[src/rtl/spi2adc.sv]
// SPI master for the MCP3002 10-bit ADC: one 16-SCK frame per conversion, result plus one-cycle strobe.
// Define SPI2ADC_AUTO_EN for free-running conversions (start ignored, frames back to back).
module spi2adc #(
  parameter int CLK_DIV = 25
) (
  input  logic       sysclk,
  input  logic       reset,
  input  logic       start,
  input  logic       channel,
  input  logic       adc_dout,
  output logic       adc_cs,
  output logic       adc_sck,
  output logic       adc_din,
  output logic [9:0] data_from_adc,
  output logic       data_valid,
  output logic       busy
);

  typedef enum logic [1:0] {IDLE, SHIFT, GAP} state_t;

  localparam logic [7:0] DIV_LAST = 8'(CLK_DIV - 1);

  state_t      state;
  logic [7:0]  div_cnt;
  logic [3:0]  bit_cnt;
  logic        ch_q;
  logic [9:0]  sreg;
  logic [15:0] tx;
  logic        launch;
  logic        div_done;

  // Config word: leading zero, start, single-ended, channel, MSB-first, then don't-care zeros
  assign tx       = {3'b011, ch_q, 1'b1, 11'b0};
  assign div_done = (div_cnt == DIV_LAST);

`ifdef SPI2ADC_AUTO_EN
  // Free-running: leave reset straight into a frame and chain frames at the end of GAP
  assign launch = (state == IDLE) || ((state == GAP) && div_done);
`else
  assign launch = (state == IDLE) && start;
`endif

  always_ff @(posedge sysclk or posedge reset) begin
    if (reset) begin
      state         <= IDLE;
      div_cnt       <= '0;
      bit_cnt       <= '0;
      ch_q          <= 1'b0;
      sreg          <= '0;
      adc_cs        <= 1'b1;
      adc_sck       <= 1'b0;
      adc_din       <= 1'b0;
      data_from_adc <= '0;
      data_valid    <= 1'b0;
      busy          <= 1'b0;
    end else begin
      data_valid <= 1'b0;
      if (launch) begin
        state   <= SHIFT;
        ch_q    <= channel;
        div_cnt <= '0;
        bit_cnt <= '0;
        sreg    <= '0;
        adc_cs  <= 1'b0;
        adc_sck <= 1'b0;
        adc_din <= 1'b0;
        busy    <= 1'b1;
      end else begin
        case (state)
          SHIFT: begin
            if (!div_done) begin
              div_cnt <= div_cnt + 8'd1;
            end else begin
              div_cnt <= '0;
              if (!adc_sck) begin
                adc_sck <= 1'b1;
                // Bits 0..5 carry config and the null bit; only 6..15 hold D9..D0
                if (bit_cnt >= 4'd6) sreg <= {sreg[8:0], adc_dout};
              end else if (bit_cnt == 4'd15) begin
                state         <= GAP;
                adc_cs        <= 1'b1;
                adc_sck       <= 1'b0;
                adc_din       <= 1'b0;
                data_from_adc <= sreg;
                data_valid    <= 1'b1;
              end else begin
                adc_sck <= 1'b0;
                bit_cnt <= bit_cnt + 4'd1;
                adc_din <= tx[4'd14 - bit_cnt];
              end
            end
          end
          GAP: begin
            if (!div_done) begin
              div_cnt <= div_cnt + 8'd1;
            end else begin
              div_cnt <= '0;
              state   <= IDLE;
              busy    <= 1'b0;
            end
          end
          default: state <= IDLE;
        endcase
      end
    end
  end

endmodule

[config.mk]
export PLATFORM = sky130hd
export DESIGN_NAME = spi2adc
export DESIGN_NICKNAME = d
export VERILOG_FILES = /design/src/rtl/spi2adc.sv
export SDC_FILE = /design/constraint.sdc
export NUM_CORES = 1
export LEC_CHECK = 0
export ABC_AREA = 1
export BUFFER_PORTS_ARGS = -buffer_cell sky130_fd_sc_hd__buf_2
export CAP_MARGIN = 5
export CORE_UTILIZATION = 45
export DETAILED_ROUTE_END_ITERATION = 16
export SYNTH_ARGS = -nofsm -noshare
export SYNTH_HDL_FRONTEND = slang
export SYNTH_SLANG_ARGS = --single-unit
[constraint.sdc]
create_clock -name sysclk -period 3.61 [get_ports sysclk]
set_input_delay 0.361 -clock sysclk [delete_from_list [all_inputs] [get_ports sysclk]]
set_output_delay 0.361 -clock sysclk [all_outputs]
set_load 0.01 [all_outputs]
# Yosys cells after proc, flatten, opt, wreduce, memory -nomap -nowiden

Cells that the tools add are included.

Add/sub/neg operators: 3
$mul: 0
Divide/modulo/power cells: 0
Magnitude comparators: 2
Eq/ne operators: 10
Shift operators: 0
Muxes and demuxes: 43
Bitwise operators: 1
Reductions and logical operators: 18

Operator list:

| cell                  | number |
|---|---|
| $mux W10              | 5 |
| $mux W8               | 3 |
| $mux W1               | 23 |
| $mux W4               | 5 |
| $reduce_and A4 Y1     | 4 |
| $reduce_bool A2 Y1    | 7 |
| $ne A3 B3 Y1 const B  | 4 |
| $mux W2               | 5 |
| $add A8 B1 Y8 const B | 1 |
| $eq A8 B5 Y1 const B  | 1 |
| $lt A4 B5 Y1 const B  | 1 |
| $reduce_and A5 Y1     | 1 |
| $add A4 B1 Y4 const B | 1 |
| $bmux W1 S4           | 1 |
| $eq A4 B4 Y1 const B  | 1 |
| $ge A4 B3 Y1 const B  | 1 |
| $pmux W2 S2           | 1 |
| $reduce_and A2 Y1     | 2 |
| $sub A4 B4 Y4 const A | 1 |
| $reduce_and A3 Y1     | 1 |
| $eq A2 B1 Y1 const B  | 1 |
| $eq A2 B2 Y1 const B  | 1 |
| $logic_not A2 Y1      | 1 |
| $ne A2 B1 Y1 const B  | 1 |
| 4 further kinds       | 4 |

Bits in registers: 40
Latch bits: 0
Bits in writable memories: 0
ROM bits: 0
Bits of input ports: 5
Output and inout port bits: 15
Word-level logic and storage cells: 88
Memories: 0

# Logic depth before layout (Yosys ltp)

Depth after elaboration: 8
Depth in mapped cells: 10
Depth with buffers taken out: 10

# Worst setup path before layout

OpenSTA, ideal clock, no wires.

Kind: reg2reg
Start point: register bit_cnt[0]
End point: register sreg[0]
Setup time: 118 ps
Arrival: 1289 ps
Required time: 3492 ps
Path slack: 2203 ps
Cell stages (with the launch flop): 10
Path buffers: 1
Clock period less this slack: 1407 ps
Path through: dfrtp_1 -> inv_1 -> ha_1 -> o21ai_0 -> nand2_1 -> nand2_1 -> nand2_1 -> buf_2 -> nand4_1 -> nand2_1

Cells in the longest elaborated chain, start to end: 3

Ends and longest elaborated chain:

| element                             | line | RTL |
|---|---|---|
| start: declaration                  | 25   | `logic [3:0] bit_cnt;` |
| start signal: assignment            | 88   | `bit_cnt <= bit_cnt + 4'd1;` |
| $ge A4 B3 Y1                        | 78   | `if (bit_cnt >= 4'd6) sreg <= {sreg[8:0], adc_dout};` |
| $reduce_bool A2 Y1 (no source line) | --   |  |
| $reduce_and A4 Y1 (no source line)  | --   |  |
| end signal: assignment              | 78   |  |
| end: declaration                    | 27   | `logic [9:0] sreg;` |

Every way passes these cells.
A chain may end at the register's enable or synchronous reset.

# Worst setup path in the final report

Start point: register state[0]
End point: register data_from_adc[2]

Cells in the longest elaborated chain, start to end: 4
Elaborated cells between the ends (all ways): 5
Those cells by class: eq/ne (1); bitwise (1); reduce/logical (3)

Ends and longest elaborated chain:

| element                                | line | RTL |
|---|---|---|
| start: declaration                     | 23   | `state_t state;` |
| start signal: assignment               | 45   | `state <= IDLE;` |
| start signal: assignment               | 59   | `state <= SHIFT;` |
| start signal: assignment               | 80   | `state <= GAP;` |
| $logic_not A2 Y1                       | 40   | `assign launch = (state == IDLE) && start;` |
| $logic_and A1 B1 Y1                    | 40   |  |
| $not A1 Y1 (no source line)            | --   |  |
| $reduce_and A5 Y1 (no source line) (*) | --   |  |
| end signal: assignment                 | 84   | `data_from_adc <= sreg;` |
| end: declaration                       | 14   | `output logic [9:0] data_from_adc,` |

Mark *: on every way between the ends. The rest lies on a longest branch, timed or not.

==> results.sh <==
export IMPL_min_period_over_period=0.502
export IMPL_cp_arrival_ns=2.04
export IMPL_nets=282
export IMPL_synth_top_area_frac=0.472
export IMPL_grt_pass1_vias=1503
export IMPL_diodes=0
export IMPL_port_buffers=19
export IMPL_syn_area_per_cell_um2=8.33
export IMPL_holdWs_ns=0.168
export IMPL_synth_area_leaders="dfrtp_1, nand2_1, ha_1, nand4_1, inv_1"
export IMPL_gr_total_overflow=0
export IMPL_die_h_um=69.8
export IMPL_rows=24
export IMPL_place_ws_ns=1.81
export IMPL_maxCapViolCount=0
export IMPL_yosysMostFrequentCell="nand2_1"
export IMPL_regArea_um2=1000
export IMPL_cts_sink_count=40
export IMPL_clk_latency_ns=0.29
export IMPL_status="complete, no violations"
export IMPL_clk_pin_slew_ns=0.08
export IMPL_slew_violations=0
export IMPL_antenna_found_initial=0
export IMPL_die_w_um=69.8
export IMPL_synth_edff_count=0
export IMPL_finalWorstSetupSlack_ns=1.80
export IMPL_wl_per_cell_um=11.7
export IMPL_fin_util=0.529
export IMPL_start_util=0.471
export IMPL_powerDensity_nw_per_um2=530
export IMPL_async_flop_share=1.00
export IMPL_htreeDepth=2
export IMPL_ys_types=27
export IMPL_hold_violations=0
export IMPL_r2r_end="data_from_adc[2]$_DFFE_PP0P_"
export IMPL_cts_max_path_buffers=2
export IMPL_worstSetupStartpointType="flip-flop"
export IMPL_drive_above_1_share=0.178
export IMPL_layout_min_cycle_time_ns=1.81
export IMPL_holdBufCountCts=0
export IMPL_syn_to_final_growth_pct=12.2
export IMPL_syn_num_nets=261
export IMPL_yosysTopAreaCell="dfrtp_1"
export IMPL_grt_max_degree=41
export IMPL_setup_tns_ns=0
export IMPL_min_path_type="in -> async"
export IMPL_cts_root_buf="clkbuf_8"
export IMPL_drtIter0Drc=130
export IMPL_placed_area_um2=2190
export IMPL_slew_headroom=0.669
export IMPL_ant_nets=0
export IMPL_cts_resized=0
export IMPL_path_class="reg -> reg"
export IMPL_globalplace_congestion=0.814
export IMPL_drc=0
export IMPL_yosys_warnings=0
export IMPL_rr_worst_depth=9
export IMPL_multi_input_area_um2=907
export IMPL_r2r_start="state[0]$_DFFE_PP0P_"
export IMPL_crit_slowest_cell="dfrtp_1"
export IMPL_synth_cells=248
export IMPL_first_pass_iters=4
export IMPL_synth_ff_latch_count=40
export IMPL_wirelength_um=3740
export IMPL_hpwl_um=2560
export IMPL_cpPeakStageDelay_ns=0.37
export IMPL_synth_commonest_cells="nand2_1, dfrtp_1, inv_1"
export IMPL_peakVddDrop_v=0.000296
export IMPL_fillers=437
export IMPL_rsz0062_at_grt="false"
export IMPL_cp_max_fo=28
export IMPL_synth_seq_area_share=0.485
export IMPL_synth_flop_cell="dfrtp_1"
export IMPL_worstPathRequired_ns=3.84
export IMPL_cts_buffers=5
export IMPL_via_per_inst=4.96
export IMPL_p_leak_nw=1.35
export IMPL_tightestPinTransition_ns=0.496
export IMPL_vias=1591
export IMPL_stdcell_area_um2=2320
export IMPL_path_cells="inv_1 -> ha_1 -> nand2_4 -> nand4_1 -> inv_2 -> nand3_4 -> inv_2 -> nand2_1 -> nand2_1"
export IMPL_max_freq_mhz=552
export IMPL_cp_end_kind="flip-flop"
export IMPL_syn_area_um2=2070
export IMPL_grt_usage=0.178
export IMPL_cts_setup_buffers=0
export IMPL_grt_pass1_wl_um=6820
export IMPL_core_area_um2=4380
export IMPL_r2r_slack_ns=1.80
export IMPL_finClkSkew_ns=0.00415
export IMPL_finalSetupViolCount=0
export IMPL_cts_tree="built"
export IMPL_ios=20
export IMPL_die_area_um2=4870
==> cell type report <==
cell class              count  share of cell area
flip-flops and latches     40               0.432
multi-input cells         173               0.391
inverters                  29              0.0491
repair buffers             20              0.0442
clock buffers               5              0.0297
well taps                  52              0.0280
clock inverters             2              0.0259
==> worst max-delay path: cells and delay by family, from the launching register on <==
kind                       cells  cell delay [ns]
adders and majority gates      1             0.22
and+or+nand+nor                5             0.76
buffers and inverters          3             0.40
DFF                            1             0.37
==> sequential cells by signal (all words and copies together), names as in the netlist <==
name,cells
adc_cs,1
ch_q,1
state,2
bit_cnt,4
data_from_adc,10
div_cnt,8
adc_sck,1
adc_din,1
sreg,10
busy,1
data_valid,1
==> worst max-delay path by stage <==
stage                                       from                           end  cells after the start
after CTS                   state[0]$_DFFE_PP0P_  data_from_adc[2]$_DFFE_PP0P_                      9
after floorplan           bit_cnt[0]$_DFFE_PP0P_           sreg[0]$_DFFE_PP0P_                      9
final                       state[0]$_DFFE_PP0P_  data_from_adc[2]$_DFFE_PP0P_                      9
after global routing      bit_cnt[0]$_DFFE_PP0P_           sreg[9]$_DFFE_PP0P_                      9
after detailed placement    state[0]$_DFFE_PP0P_  data_from_adc[2]$_DFFE_PP0P_                      9
after global placement      state[0]$_DFFE_PP0P_  data_from_adc[2]$_DFFE_PP0P_                      9
==> routing by layer <==
layer  track usage  wire, um  vias to the layer above
li1              -         -                      824
met1         0.244      1980                      739
met2         0.268      1580                       20
met3        0.0363       109                        8
met4        0.0867        80                        0
met5             0         0                        -
==> metrics by stage <==
| stage | std cells | power (mW) |
|---|---|---|
| after detailed placement | 314 | 0.811 |
| after floorplan | 248 | 0.755 |
| after global placement | 314 | 0.812 |
| after global routing | 321 | 1.31 |
| final | 321 | 1.23 |
| after CTS | 321 | 1.24 |
==> kinds of logic after synthesis <==
family	count (synthesis)	synth area share
adders and majority gates	8	0.0484
buffers and inverters	35	0.0763
DFF	40	0.485
muxes	1	0.00545
and+or+nand+nor	151	0.349
AOI/OAI and AO/OA	11	0.0278
xor gates and xnor gates	2	0.00848
==> cell usage in the layout, fill, tap and decap left out <==
cell type	n
clkinv_4	1
inv_2	3
ha_1	8
nor3_2	1
nand3_1	13
dfstp_2	1
nand2_2	6
buf_4	1
o21ai_0	8
clkbuf_8	5
nor2_1	9
xor2_1	1
o21bai_1	1
inv_1	25
nand2_4	3
nor2_8	1
nand4_1	16
xnor2_1	1
buf_2	19
nor2_2	1
dfrtp_1	39
a21oi_1	2
nor2_4	1
nand3_4	2
bufinv_16	2
mux2_2	1
nand2_1	98
==> where the power goes <==
| part | total (mW) | switching (mW) | internal (mW) | leakage (nW) |
|---|---|---|---|---|
| Clock | 0.424 | 0.152 | 0.272 | 0.0642 |
| Sequential | 0.506 | 0.0253 | 0.481 | 0.541 |
| Combinational | 0.300 | 0.210 | 0.0905 | 0.741 |
Power figures use the tool's default switching activity.
